[src/rtl/arbiter8_ctrl_if.sv]
// ============================================================================
// Module      : arbiter8_ctrl_if
// Description : Request/grant bundle between eight requesters and the arbiter.
// Revision    : 1.0 - initial release
// ============================================================================
`default_nettype none

interface arbiter8_ctrl_if;
  logic [7:0] req;
  logic [7:0] gnt;
  logic [2:0] gnt_id;
  logic       busy;
  logic       timeout;

  modport master (output req, input gnt, gnt_id, busy, timeout);
  modport slave  (input req, output gnt, gnt_id, busy, timeout);
endinterface

`default_nettype wire

[src/rtl/arbiter8_ctrl.sv]
// ============================================================================
// Module      : arbiter8_ctrl
// Description : Registered one-hot arbiter for eight requesters with a hold
//               limit, one-cycle turnaround and starvation masking.
//               Define ROUND_ROBIN_EN for rotating priority (fixed otherwise).
// Revision    : 1.0 - initial release
// ============================================================================
`default_nettype none

module arbiter8_ctrl #(
  parameter int unsigned MAX_HOLD = 16
) (
  input  logic            clk,
  input  logic            rst,
  arbiter8_ctrl_if.slave  bus
);

  localparam logic [7:0] HOLD_LAST = 8'(MAX_HOLD - 1);

  typedef enum logic [1:0] {
    ST_IDLE    = 2'd0,
    ST_GRANT   = 2'd1,
    ST_RELEASE = 2'd2
  } state_t;

  state_t     state_q, state_d;
  logic [7:0] gnt_q, gnt_d;
  logic [2:0] gnt_id_q, gnt_id_d;
  logic [7:0] hold_cnt_q, hold_cnt_d;
  logic [7:0] mask_q, mask_d;
  logic       timeout_q, timeout_d;

  logic [7:0] elig;
  logic [2:0] base;
  logic [2:0] idx;
  logic [2:0] win_id;
  logic       win_found;

`ifdef ROUND_ROBIN_EN
  logic [2:0] ptr_q, ptr_d;

  assign base = ptr_q;

  always_ff @(posedge clk or posedge rst) begin
    if (rst) begin
      ptr_q <= 3'd0;
    end else begin
      ptr_q <= ptr_d;
    end
  end

  always_comb begin
    ptr_d = ptr_q;
    if (state_q == ST_IDLE && win_found) begin
      ptr_d = win_id + 3'd1;
    end
  end
`else
  assign base = 3'd0;
`endif

  assign elig = bus.req & ~mask_q;

  // First eligible bit at or above base, wrapping 7 -> 0.
  always_comb begin
    win_found = 1'b0;
    win_id    = base;
    idx       = base;
    for (int i = 0; i < 8; i++) begin
      idx = base + 3'(i);
      if (!win_found && elig[idx]) begin
        win_found = 1'b1;
        win_id    = idx;
      end
    end
  end

  always_comb begin
    state_d    = state_q;
    gnt_d      = gnt_q;
    gnt_id_d   = gnt_id_q;
    hold_cnt_d = hold_cnt_q;
    timeout_d  = 1'b0;
    mask_d     = mask_q & bus.req;
    case (state_q)
      ST_IDLE: begin
        if (win_found) begin
          state_d    = ST_GRANT;
          gnt_d      = 8'd1 << win_id;
          gnt_id_d   = win_id;
          hold_cnt_d = 8'd0;
        end
      end
      ST_GRANT: begin
        if (!bus.req[gnt_id_q]) begin
          state_d = ST_RELEASE;
          gnt_d   = 8'd0;
        end else if (hold_cnt_q == HOLD_LAST) begin
          // Mask set overrides the clear computed above.
          state_d          = ST_RELEASE;
          gnt_d            = 8'd0;
          mask_d[gnt_id_q] = 1'b1;
          timeout_d        = 1'b1;
        end else begin
          hold_cnt_d = hold_cnt_q + 8'd1;
        end
      end
      ST_RELEASE: begin
        state_d = ST_IDLE;
      end
      default: begin
        state_d = ST_IDLE;
        gnt_d   = 8'd0;
      end
    endcase
  end

  always_ff @(posedge clk or posedge rst) begin
    if (rst) begin
      state_q    <= ST_IDLE;
      gnt_q      <= 8'd0;
      gnt_id_q   <= 3'd0;
      hold_cnt_q <= 8'd0;
      mask_q     <= 8'd0;
      timeout_q  <= 1'b0;
    end else begin
      state_q    <= state_d;
      gnt_q      <= gnt_d;
      gnt_id_q   <= gnt_id_d;
      hold_cnt_q <= hold_cnt_d;
      mask_q     <= mask_d;
      timeout_q  <= timeout_d;
    end
  end

  assign bus.gnt     = gnt_q;
  assign bus.gnt_id  = gnt_id_q;
  assign bus.busy    = |gnt_q;
  assign bus.timeout = timeout_q;

endmodule

`default_nettype wire

[src/flat_wrapper.sv]
// flat-port wrapper written by rule: the top's interface ports become plain ports
module arbiter8_ctrl_flat 
#(
  parameter int unsigned MAX_HOLD = 16
)
  (clk, rst, bus_req, bus_gnt, bus_gnt_id, bus_busy, bus_timeout);
  arbiter8_ctrl_if bus_i ();
  input  logic clk;
  input  logic rst;
  input wire logic [$bits(bus_i.req)-1:0] bus_req;
  output wire logic [$bits(bus_i.gnt)-1:0] bus_gnt;
  output wire logic [$bits(bus_i.gnt_id)-1:0] bus_gnt_id;
  output wire logic [$bits(bus_i.busy)-1:0] bus_busy;
  output wire logic [$bits(bus_i.timeout)-1:0] bus_timeout;
  assign bus_i.req = bus_req;
  assign bus_gnt = bus_i.gnt;
  assign bus_gnt_id = bus_i.gnt_id;
  assign bus_busy = bus_i.busy;
  assign bus_timeout = bus_i.timeout;
  arbiter8_ctrl #(.MAX_HOLD(MAX_HOLD)) u_core (.clk(clk), .rst(rst), .bus(bus_i));
endmodule
[config.mk]
export PLATFORM = sky130hd
export DESIGN_NAME = arbiter8_ctrl_flat
export DESIGN_NICKNAME = d
export VERILOG_FILES = /design/src/rtl/arbiter8_ctrl_if.sv /design/src/rtl/arbiter8_ctrl.sv /design/src/flat_wrapper.sv
export SDC_FILE = /design/constraint.sdc
export NUM_CORES = 1
export LEC_CHECK = 0
export ABC_AREA = 1
export BUFFER_PORTS_ARGS = -buffer_cell sky130_fd_sc_hd__buf_2
export CAP_MARGIN = 25
export CORE_ASPECT_RATIO = 1.25
export CORE_MARGIN = 10
export CORE_UTILIZATION = 40
export CTS_CLUSTER_DIAMETER = 50
export DETAILED_ROUTE_END_ITERATION = 10
export PLACE_DENSITY_LB_ADDON = 0.15
export SYNTH_ARGS = -nofsm -noshare
export SYNTH_HDL_FRONTEND = slang
export SYNTH_SLANG_ARGS = --single-unit
[constraint.sdc]
create_clock -name clk -period 2.6 [get_ports clk]
set_clock_uncertainty 0.2 [all_clocks]
set_input_delay 0.65 -clock clk [delete_from_list [all_inputs] [get_ports clk]]
set_output_delay 0.65 -clock clk [all_outputs]
set_load 0.1 [all_outputs]
==> results.txt, run 1 <==
----------------------------------------------------
[Status]
  Status ... complete, no violations

[Clock tree]
  Clock tree root driver cell ... sky130_fd_sc_hd__clkbuf_8
  Sink Count ... 30
  Htree depth ... 2
  Clock input transition at the sequential cells of the worst setup and hold paths ... 0.07 ns
  CTS tree ... yes
  Post-CTS Setup Inserts ... 0
  Clock network latency to the later pin of the worst-skew pair ... roughly 0.29 ns
  Post-CTS Hold Fix Bufs ... 0
  CTS Buffer Depth ... 2
  Total CTS buffers ... 5
  Gates resized, CTS repair ... 0

[Setup path]
  Maximum fanout count along the critical path ... 3
  Crit end category ... primary output
  Arrival time of the worst setup path ... 1.41 ns
  Buffers and inverters on the worst path ... 1
  Family of cells with the greatest summed delay on the critical path ... simple AND/OR/NAND/NOR gates
  Slowest stage cell, crit path ... sky130_fd_sc_hd__dfrtp_1
  Required time of the worst setup path ... 1.75 ns
  Chain of cells forming the critical path ... nor4_1, nand2_2, buf_2
  Worst Setup Start Kind ... flop
  Largest incremental delay on the critical path ... 0.39 ns
  Setup Crit Path Kind ... reg -> out

[Die]
  Total die area ... 7410 um^2
  Standard cell core area ... ~4200 um^2
  Site Rows ... 26
  Height of the die ... 93.8 um
  Initial Utilization ... 41.9%
  Number of ports placed on the die boundary ... 23
  Die X-Extent ... 79.0 um

[Finish]
  NumNets Final ... between 200 and 300
  Commonest cells after routing, fill and taps aside ... sky130_fd_sc_hd__nand2_1 (61), sky130_fd_sc_hd__dfrtp_1 (30), sky130_fd_sc_hd__inv_1 (27)
  Reg area ... 751 um^2
  Layout cells sized above 1 ... 23.3%
  Layout-stage area growth over the synthesis result ... 15.9%
  Commonest non-fill, non-tap cell in the layout ... sky130_fd_sc_hd__nand2_1
  Number of inserted filler cells in the final layout ... 442
  Area used by multi-input combinational logic ... roughly 870 um^2
  Total inserted antenna cells ... 0

[STA]
  Clock period minus final worst setup slack ... roughly 2.3 ns
  Final setup violation count ... 0
  Unrepaired setup endpoints after global routing ... false
  Max frequency ... approximately 440 MHz
  Setup TNS ... 0 ns
  Number of hold violations in the final report ... 0
  Final worst path period share ... 87.1%
  Number of slew-limit violations in the final report ... 0
  Actual transition at the worst max-transition pin ... 0.543 ns
  Normalized max-slew margin ... 63.7%

[Worst hold path]
  Class of the tightest hold or removal check ... in -> async

[Yosys]
  Number of distinct library cells after synthesis ... 27
  Proportion of synthesized chip area in sequential cells ... a little over two fifths
  Synthesis-stage register bit count ... 30
  Post-synth net total ... 229
  Synthesized area per cell ... 8.00 um^2
  Number of warnings issued by yosys ... 0
  Mapped Cells ... approximately 220
  Area share of the largest cell type after synthesis ... approximately 43%
  Cell taking the most area after synthesis ... sky130_fd_sc_hd__dfrtp_1
  Cells taking the most area after synthesis ... sky130_fd_sc_hd__dfrtp_1 (43%), sky130_fd_sc_hd__nand2_1 (13%), sky130_fd_sc_hd__nand3_1 (7.2%)
  Area of the mapped netlist ... 1740 um^2

[Power and ir drop]
  Maximum vdd drop ... 0.412 mV
  Overall power after layout ... between 2 and 2.5 mW
  P_sw ... ~1.0 mW
  Switching Share ... 51.7%
  Portion of total power attributed to sequential cells ... 30.2%
  Design internal power ... around 0.97 mW
  Power per cell area ... 996 nW/um^2
  Portion of total power attributed to combinational logic ... around half
  Clock share of power ... 19.6%
  Leakage power ... between 1 and 1.5 nW

[GRT]
  Number of global-route vias before repair ... ~1500
  Total global routing overflow ... 0
  Initial antenna violation count ... 0
  First-pass GRT wire length ... 6710 um
  Pin count of the biggest net entering global routing ... 31
  Gr usage total ... 11.3%

[Job]
  Max_cap viols ... 0

[Detailed routing]
  Count of vias placed by the detailed router ... 1448
  Violation count after the first detailed-routing iteration ... 79
  Number of search-and-repair iterations in the first detailed-routing pass ... 4
  Routed wire per std cell ... 12.4 um
  Average via count per standard cell ... 4.75
  Post-Route WL ... around 3800 um
  Drt drc ... 0
  Number of nets with antenna violations after detailed routing ... 0

[Placement]
  Post-detailed-placement half-perimeter wirelength ... 2930 um
  Final GP Congestion ... 0.916
  Port bufs ... 22

----------------------------------------------------
==> path summary, 6_finish.rpt <==
| check | start | slack [ns] | end | cells past startpoint |
|---|---|---|---|---|
| min in group clk | u_core.mask_q[3] | 0.29 | u_core.mask_q[3] | 2 |
| setup reg to reg | u_core.hold_cnt_q[0] | 0.77 | u_core.bus.gnt[4] | 10 |
| hold reg to reg | u_core.mask_q[3] | 0.29 | u_core.mask_q[3] | 2 |
| max in group asynchronous | rst | 1.69 | u_core.hold_cnt_q[2] | 3 |
| setup / recovery | u_core.bus.gnt[2] | 0.34 | bus_busy | 3 |
| hold / removal | rst | 0.22 | u_core.bus.gnt_id[0] | 3 |
==> registers in the layout, summed over array words and instances, names as in the netlist <==
signal and cells:
u_core.hold_cnt_q 8, u_core.bus.gnt 8, u_core.bus.gnt_id 3, u_core.state_q 2, u_core.bus.timeout 1, u_core.mask_q 8
==> area by class of cell <==
type                       count  share of cell area (%)
multi-input combinational    157                    43.1
clock inverter                 1                   0.248
timing repair buffer          24                    6.19
inverter                      30                    5.57
clock buffer                   7                    4.27
tap                           56                    3.47
sequential                    30                    37.2
==> per-stage QoR <==
stage / hold WS [ns] / util (%) / setup slack (ns) / cell area (um^2) / instances
2_1_floorplan: 0.253 / - / 0.194 / 1750 / 218
3_3_place_gp: 0.273 / 46.3 / 0.553 / 1930 / 297
3_5_place_dp: 0.278 / 46.3 / 0.516 / 1930 / 297
4_1_cts: 0.234 / 48.5 / 0.280 / 2020 / 305
5_1_grt: 0.276 / 48.5 / 0.231 / 2020 / 305
6_report: 0.223 / 48.5 / 0.336 / 2020 / 305
==> cells in the mapped netlist <==
| library cell | number |
|---|---|
| sky130_fd_sc_hd__nand2_8 | 1 |
| sky130_fd_sc_hd__xor2_1 | 5 |
| sky130_fd_sc_hd__dfrtp_1 | 30 |
| sky130_fd_sc_hd__nor2_4 | 3 |
| sky130_fd_sc_hd__o21ai_4 | 1 |
| sky130_fd_sc_hd__inv_1 | 27 |
| sky130_fd_sc_hd__ha_1 | 1 |
| sky130_fd_sc_hd__nor3_1 | 2 |
| sky130_fd_sc_hd__inv_2 | 3 |
| sky130_fd_sc_hd__o21ai_0 | 2 |
| sky130_fd_sc_hd__a21oi_1 | 2 |
| sky130_fd_sc_hd__nand3_4 | 2 |
| sky130_fd_sc_hd__o21ai_1 | 17 |
| sky130_fd_sc_hd__nand2_2 | 6 |
| sky130_fd_sc_hd__nor2_1 | 12 |
| sky130_fd_sc_hd__nor4_1 | 2 |
| sky130_fd_sc_hd__nor2_8 | 1 |
| sky130_fd_sc_hd__o21ai_2 | 2 |
| sky130_fd_sc_hd__nand4_1 | 2 |
| sky130_fd_sc_hd__nor2_2 | 2 |
| sky130_fd_sc_hd__o22ai_1 | 2 |
| sky130_fd_sc_hd__a21oi_2 | 1 |
| sky130_fd_sc_hd__nand3_1 | 25 |
| sky130_fd_sc_hd__nand2_1 | 62 |
| sky130_fd_sc_hd__buf_6 | 1 |
| sky130_fd_sc_hd__nand4_4 | 1 |
| sky130_fd_sc_hd__nand2_4 | 3 |
==> worst min-delay path: stages <==
cell                    delay [ns]
sky130_fd_sc_hd__buf_2        0.09
sky130_fd_sc_hd__inv_1        0.04
sky130_fd_sc_hd__buf_4        0.34
==> cells by family after synthesis <==
group | after synthesis | synth area share [%]
adders and majority gates | 1 | 0.718
and+or+nand+nor | 124 | 37.4
buffers and inverters | 31 | 7.11
xor gates and xnor gates | 5 | 2.51
DFF | 30 | 43.1
AOI/OAI and AO/OA | 27 | 9.19
==> power by group through the flow <==
stage | logic [mW] | registers, mW | clock network, mW
final | 1.01 | 0.608 | 0.395
after detailed placement | 1.02 | 0.616 | 0
after floorplan | 0.612 | 0.841 | 0
after CTS | 1.02 | 0.608 | 0.407
after global placement | 1.01 | 0.617 | 0
after global routing | 1.10 | 0.622 | 0.424
==> layer usage <==
layer  track usage (%)  wire, um
met3              3.83       176
met2              19.5      1950
met4              5.09        66
met1              12.2      1590
met5                 0         0
Power figures use the tool's default switching activity.
==> run 2, diff against run 1 <==
==> constraint.sdc (replaced) <==
create_clock -name clk -period 2.8 [get_ports clk]
set_clock_uncertainty 0.2 [all_clocks]
set_input_delay 0.7 -clock clk [delete_from_list [all_inputs] [get_ports clk]]
set_output_delay 0.7 -clock clk [all_outputs]
set_load 0.1 [all_outputs]
==> run 2 against run 1 <==
Net effect:
- hold slack better by 0.062 ns
- first-iteration DRC count up 20%
- wire length is 0.24% lower
- sequential power shrank 5.3%
- largest power group unchanged
- register-to-register slack improved by 0.12 ns
==> results.txt, run 2 (synthesis results as in run 1) <==
----------------------------------------------------
[Status]
  Status ... complete, no violations (unchanged)

[GRT]
  Gr usage total ... 11.3% (about the same)
  Met1 demand-to-capacity share in global routing ... 12.3% (was 12.2%)
  First-pass GRT wire length ... 6650 um (was 6710 um)
  Peak-usage layer in the global routing report ... met2 (unchanged)
  Initial antenna violation count ... 0 (unchanged)
  Number of global-route vias before repair ... 1444 (was 1466)
  GRT met2 Usage ... 19.1% (was 19.5%)
  Met3 global-route usage ... 3.83% (unchanged)
  Pin count of the biggest net entering global routing ... 31 (unchanged)
  Total global routing overflow ... 0 (unchanged)

[Power and ir drop]
  Portion of total power attributed to combinational logic ... 49.3% (was 50.2%)
  Power per cell area ... 918 nW/um^2 (was 996 nW/um^2)
  Clock share of power ... 19.6% (about the same)
  Portion of total power attributed to sequential cells ... 31.2% (was 30.2%)
  Leakage power ... 1.06 nW (about the same)
  Maximum vdd drop ... 0.467 mV (was 0.412 mV)
  P_sw ... 0.954 mW (was 1.04 mW)
  Design internal power ... 0.893 mW (was 0.971 mW)
  Switching Share ... 51.7% (about the same)

[Setup path]
  Crit end category ... primary output (unchanged)
  Setup Crit Path Kind ... reg -> out (unchanged)
  Maximum fanout count along the critical path ... 3 (unchanged)
  Worst Setup Start Kind ... flop (unchanged)
  Worst R2R Path Depth ... 11 (was 10)
  Arrival time of the worst setup path ... 1.39 ns (was 1.41 ns)
  Required time of the worst setup path ... 1.90 ns (was 1.75 ns)
  Worst setup slack for register-to-register paths ... 0.89 ns (was 0.77 ns)

[Die]
  Height of the die ... 93.8 um (unchanged)
  Number of ports placed on the die boundary ... 23 (unchanged)
  Standard cell core area ... 4160 um^2 (unchanged)
  Site Rows ... 26 (unchanged)
  Total die area ... 7410 um^2 (unchanged)
  Initial Utilization ... 41.9% (unchanged)
  Die X-Extent ... 79.0 um (unchanged)

[Detailed routing]
  Number of search-and-repair iterations in the first detailed-routing pass ... 4 (unchanged)
  Violation count after the first detailed-routing iteration ... 95 (was 79)
  Drt drc ... 0 (unchanged)
  Number of nets with antenna violations after detailed routing ... 0 (unchanged)
  Average via count per standard cell ... 4.77 (was 4.75)
  Routed wire per std cell ... 12.4 um (about the same)
  Count of vias placed by the detailed router ... 1451 (was 1448)
  Post-Route WL ... 3770 um (was 3780 um)

[Finish]
  Commonest cells after routing, fill and taps aside ... sky130_fd_sc_hd__nand2_1 (62), sky130_fd_sc_hd__dfrtp_1 (30), sky130_fd_sc_hd__inv_1 (27) (was sky130_fd_sc_hd__nand2_1 (61), sky130_fd_sc_hd__dfrtp_1 (30), sky130_fd_sc_hd__inv_1 (27))
  Post-route cell area ... 2010 um^2 (was 2020 um^2)
  Layout cells sized above 1 ... 22.6% (was 23.3%)
  Commonest non-fill, non-tap cell in the layout ... sky130_fd_sc_hd__nand2_1 (unchanged)
  Layout-stage area growth over the synthesis result ... 15.4% (was 15.9%)
  NumNets Final ... 258 (was 259)
  Total inserted antenna cells ... 0 (unchanged)
  Final instance count without filler cells ... 304 (was 305)

[STA]
  Setup TNS ... 0 ns (unchanged)
  Normalized max-slew margin ... 61.3% (was 63.7%)
  Final setup violation count ... 0 (unchanged)
  Unrepaired setup endpoints after global routing ... false (unchanged)
  Clock period minus final worst setup slack ... between 2 and 2.5 ns
  Actual transition at the worst max-transition pin ... 0.578 ns (was 0.543 ns)
  Final worst path period share ... approximately four fifths
  Number of hold violations in the final report ... 0 (unchanged)
  Max frequency ... ~440 MHz
  Number of slew-limit violations in the final report ... 0 (unchanged)

[Clock tree]
  CTS tree ... yes (unchanged)
  Post-CTS Setup Inserts ... 0 (unchanged)
  Clock input transition at the sequential cells of the worst setup and hold paths ... 0.07 ns (about the same)
  Sink Count ... 30 (unchanged)
  Gates resized, CTS repair ... 0 (unchanged)
  Total CTS buffers ... 5 (unchanged)
  Post-CTS Hold Fix Bufs ... 0 (unchanged)
  Clock tree root driver cell ... sky130_fd_sc_hd__clkbuf_8 (unchanged)
  Htree depth ... 2 (unchanged)
  CTS Buffer Depth ... 2 (unchanged)
  Clock network latency to the later pin of the worst-skew pair ... 0.28 ns (was 0.29 ns)

[Placement]
  Final GP Congestion ... 0.856 (was 0.916)
  Cell Count Post-Placement ... 296 (was 297)
  Cell area after placement ... 1920 um^2 (was 1930 um^2)
  Post-detailed-placement half-perimeter wirelength ... 2900 um (was 2930 um)
  Port bufs ... 22 (unchanged)

[Worst hold path]
  Class of the tightest hold or removal check ... in -> async (unchanged)

[Job]
  Max_cap viols ... 0 (unchanged)

----------------------------------------------------
run 2: cell count changes in the layout (fill, tap and decap cells not counted):
cell | previous run | this run
sky130_fd_sc_hd__nand2_1 | 61 | 62
sky130_fd_sc_hd__buf_4 | 2 | 1
sky130_fd_sc_hd__nand2_2 | 7 | 6
run 2: path summary, 6_finish.rpt:
kind | startpoint | end
max reg2reg | u_core.bus.gnt_id[0] | u_core.bus.gnt[7]
min in group clk | u_core.mask_q[3] | u_core.mask_q[3]
max | u_core.bus.gnt[2] | bus_busy
min | rst | u_core.bus.gnt_id[2]
max in group asynchronous | rst | u_core.mask_q[7]
min reg2reg | u_core.mask_q[3] | u_core.mask_q[3]
run 2: power groups by stage:
stage	sequential (mW)	clock, mW	combinational, mW
finish	0.576	0.361	0.909
global route	0.591	0.391	0.989
CTS	0.576	0.376	0.921
detailed placement	0.584	0	0.919
global placement	0.584	0	0.920
floorplan	0.781	0	0.564
run 2: through the flow:
| stage | setup slack [ns] | util [%] | hold slack [ns] | total power, mW |
|---|---|---|---|---|
| global route | 0.378 | 48.3 | 0.317 | 1.97 |
| global placement | 0.711 | 46.1 | 0.276 | 1.50 |
| finish | 0.512 | 48.3 | 0.285 | 1.85 |
| floorplan | 0.144 | - | 0.253 | 1.34 |
| CTS | 0.471 | 48.3 | 0.289 | 1.87 |
| detailed placement | 0.685 | 46.1 | 0.284 | 1.50 |
run 2: cell type report:
class                      count  area, um^2
multi-input combinational    157         868
timing repair buffer          23         118
sequential                    30         751
tap                           56        70.1
fill                         452        2150
clock inverter                 1        5.00
inverter                      30         113
clock buffer                   7        86.3
run 2: routing by layer:
metal	share of wire (%)	routed length [um]	vias up
met4	2.7	102	0
met2	50	1900	26
met1	42	1590	656
li1	-	-	759
met5	0	0	-
met3	4.8	180	10
run 2: worst max-delay path, cell delays in order (launching register included):
cell and delay, ns:
sky130_fd_sc_hd__dfrtp_1 0.39, sky130_fd_sc_hd__nor4_1 0.34, sky130_fd_sc_hd__nand2_1 0.08, sky130_fd_sc_hd__buf_2 0.30
==> run 3, diff against run 2 <==
==> constraint.sdc (replaced) <==
create_clock -name clk -period 1.9 [get_ports clk]
set_clock_uncertainty 0.2 [all_clocks]
set_input_delay 0.475 -clock clk [delete_from_list [all_inputs] [get_ports clk]]
set_output_delay 0.475 -clock clk [all_outputs]
set_load 0.1 [all_outputs]
==> run 3 against run 2 <==
Net effect:
- the flow now finishes with violations (negative setup slack)
- critical path type unchanged
- core utilization increased by 3.5 points
- critical endpoint unchanged
- hold slack lost 0.23 ns
- largest cell class unchanged
- total power rose by 59%
==> results.txt, run 3 (synthesis results as in run 1) <==
----------------------------------------------------
[Status]
  Status ... finished, violations left (was complete, no violations)
  Violated checks ... negative setup slack

[Finish]
  Commonest cells after routing, fill and taps aside ... sky130_fd_sc_hd__nand2_1 (61), sky130_fd_sc_hd__inv_1 (27), sky130_fd_sc_hd__nand3_1 (25) (was sky130_fd_sc_hd__nand2_1 (62), sky130_fd_sc_hd__dfrtp_1 (30), sky130_fd_sc_hd__inv_1 (27))
  Layout-stage area growth over the synthesis result ... 23.8% (was 15.4%)
  Number of inserted filler cells in the final layout ... 421 (was 452)
  Commonest non-fill, non-tap cell in the layout ... sky130_fd_sc_hd__nand2_1 (unchanged)
  Post-route cell area ... 2160 um^2 (was 2010 um^2)
  Total inserted antenna cells ... 0 (unchanged)
  Layout cells sized above 1 ... 30.5% (was 22.6%)
  NumNets Final ... 266 (was 258)

[GRT]
  Gr usage total ... 11.8% (was 11.3%)
  Initial antenna violation count ... 0 (unchanged)
  Total global routing overflow ... 0 (unchanged)
  Number of global-route vias before repair ... 1536 (was 1444)
  First-pass GRT wire length ... 7020 um (was 6650 um)
  Pin count of the biggest net entering global routing ... 31 (unchanged)

[Clock tree]
  Total CTS buffers ... 5 (unchanged)
  Clock network latency to the later pin of the worst-skew pair ... 0.29 ns (was 0.28 ns)
  Clock input transition at the sequential cells of the worst setup and hold paths ... 0.07 ns (about the same)
  Sink Count ... 30 (unchanged)
  Post-CTS Hold Fix Bufs ... 0 (unchanged)
  CTS Buffer Depth ... 2 (unchanged)
  Clock tree root driver cell ... sky130_fd_sc_hd__clkbuf_8 (unchanged)
  Htree depth ... 2 (unchanged)
  CTS tree ... yes (unchanged)

[Job]
  Max_cap viols ... 0 (unchanged)

[Setup path]
  Worst flop-to-flop path endpoint ... u_core.hold_cnt_q[1] (was u_core.bus.gnt[7])
  Arrival time of the worst setup path ... 1.34 ns (was 1.39 ns)
  Setup Crit Path Kind ... reg -> out (unchanged)
  Family of cells with the greatest summed delay on the critical path ... flip-flops (was simple AND/OR/NAND/NOR gates)
  Largest incremental delay on the critical path ... 0.50 ns (was 0.39 ns)
  Maximum fanout count along the critical path ... 3 (unchanged)
  Chain of cells forming the critical path ... nor4_4, nand2_4, buf_12 (was nor4_1, nand2_1, buf_2)
  Beginning of the worst register-to-register path ... u_core.bus.gnt_id[0] (unchanged)
  Slowest stage cell, crit path ... sky130_fd_sc_hd__dfrtp_4 (was sky130_fd_sc_hd__dfrtp_1)
  Buffers and inverters on the worst path ... 1 (unchanged)
  Worst Setup Start Kind ... flop (unchanged)
  Instance count on the critical path ... 3 (unchanged)
  Crit end category ... primary output (unchanged)
  Worst setup slack for register-to-register paths ... 0.17 ns (was 0.89 ns)
  Required time of the worst setup path ... 1.22 ns (was 1.90 ns)
  Worst R2R Path Depth ... 11 (unchanged)

[STA]
  Tightest hold margin ... 0.0530 ns (was 0.285 ns)
  Actual transition at the worst max-transition pin ... 0.489 ns (was 0.578 ns)
  Final worst path period share ... 106%
  Number of slew-limit violations in the final report ... 0 (unchanged)
  Unrepaired setup endpoints after global routing ... true (was false)
  Worst-case setup margin in the final layout ... -0.116 ns (was 0.512 ns)
  Number of hold violations in the final report ... 0 (unchanged)
  Final setup violation count ... 1 (was 0)
  Normalized max-slew margin ... 67.6% (was 61.3%)
  Max frequency ... approximately 500 MHz
  Clock period minus final worst setup slack ... 2.02 ns

[Die]
  Number of ports placed on the die boundary ... 23 (unchanged)
  Standard cell core area ... 4160 um^2 (unchanged)
  Site Rows ... 26 (unchanged)
  Die X-Extent ... 79.0 um (unchanged)
  Height of the die ... 93.8 um (unchanged)
  Initial Utilization ... 41.9% (unchanged)
  Total die area ... 7410 um^2 (unchanged)

[Placement]
  Final GP Congestion ... 0.819 (was 0.856)
  Cell area after placement ... 2040 um^2 (was 1920 um^2)
  Port bufs ... 22 (unchanged)
  Post-detailed-placement half-perimeter wirelength ... 2960 um (was 2900 um)

[Worst hold path]
  Class of the tightest hold or removal check ... in -> async (unchanged)

[Detailed routing]
  Count of vias placed by the detailed router ... 1490 (was 1451)
  Drt drc ... 0 (unchanged)
  Violation count after the first detailed-routing iteration ... 96 (was 95)
  Number of nets with antenna violations after detailed routing ... 0 (unchanged)
  Number of search-and-repair iterations in the first detailed-routing pass ... 4 (unchanged)
  Post-Route WL ... 3910 um (was 3770 um)
  Average via count per standard cell ... 4.78 (was 4.77)
  Routed wire per std cell ... 12.5 um (was 12.4 um)

[Power and ir drop]
  Power per cell area ... 1360 nW/um^2 (was 918 nW/um^2)
  Leakage power ... 1.10 nW (was 1.06 nW)
  Maximum vdd drop ... 0.845 mV (was 0.467 mV)

----------------------------------------------------
run 3: how the worst max path moves through the flow:
| stage | slack, ns | endpoint | from |
|---|---|---|---|
| 3_3_place_gp | 0.07 | bus_busy | u_core.bus.gnt[7] |
| 2_1_floorplan | 0.02 | bus_busy | u_core.bus.gnt[7] |
| 4_1_cts | -0.14 | bus_busy | u_core.bus.gnt[5] |
| 3_5_place_dp | 0.05 | bus_busy | u_core.bus.gnt[2] |
| 5_1_grt | -0.20 | bus_busy | u_core.bus.gnt[1] |
| 6_report | -0.12 | bus_busy | u_core.bus.gnt[1] |
run 3: cell type report:
| cell class | instances | area, um^2 | share of cell area [%] |
|---|---|---|---|
| clock inverter | 2 | 10.0 | 0.464 |
| timing repair buffer | 31 | 210 | 9.74 |
| tap | 56 | 70.1 | 3.25 |
| clock buffer | 6 | 72.6 | 3.36 |
| inverter | 30 | 113 | 5.22 |
| multi-input combinational | 157 | 906 | 42.0 |
| sequential | 30 | 777 | 36.0 |
run 3: power breakdown:
part / internal, mW / leakage, nW / total (mW) / switching [mW]
sequential: 0.746 / 0.391 / 0.874 / 0.128
combinational: 0.476 / 0.664 / 1.58 / 1.10
clock: 0.253 / 0.0450 / 0.491 / 0.238
run 3: worst register-to-register path, cell delays in order, from the launching register on:
cell and delay (ns):
sky130_fd_sc_hd__dfrtp_4 0.56, sky130_fd_sc_hd__inv_1 0.10, sky130_fd_sc_hd__nand2_1 0.05, sky130_fd_sc_hd__nand2_1 0.05, sky130_fd_sc_hd__nand2_1 0.05, sky130_fd_sc_hd__nand2_1 0.07, sky130_fd_sc_hd__nand2_2 0.07, sky130_fd_sc_hd__nand2_4 0.13
sky130_fd_sc_hd__nand2_8 0.10, sky130_fd_sc_hd__nand2_4 0.14, sky130_fd_sc_hd__nand3_1 0.09, sky130_fd_sc_hd__nand2_1 0.07
run 3: what timing repair did:
| action | in CTS | in global routing |
|---|---|---|
| endpoints found under the setup margin | 1 | 11 |
| pin swaps | 3 | 0 |
| resized for setup | 5 | 0 |
| setup buffers | 1 | 1 |
run 3: layer usage:
metal	share of wire [%]	up-vias	track usage (%)
li1	-	777	-
met1	40	688	12.3
met2	54	19	21.1
met3	4.0	6	3.45
met4	1.8	0	5.39
met5	0	-	0
run 3: through the flow:
stage | worst slack, ns | power, mW | utilization [%] | setup TNS [ns] | instances
floorplan | 0.0242 | 2.05 | - | 0 | 218
global placement | 0.0671 | 2.41 | 49.1 | 0 | 302
detailed placement | 0.0507 | 2.41 | 49.1 | 0 | 302
CTS | -0.141 | 2.98 | 51.7 | -0.141 | 311
global route | -0.198 | 3.15 | 51.8 | -0.198 | 312
finish | -0.116 | 2.94 | 51.8 | -0.116 | 312
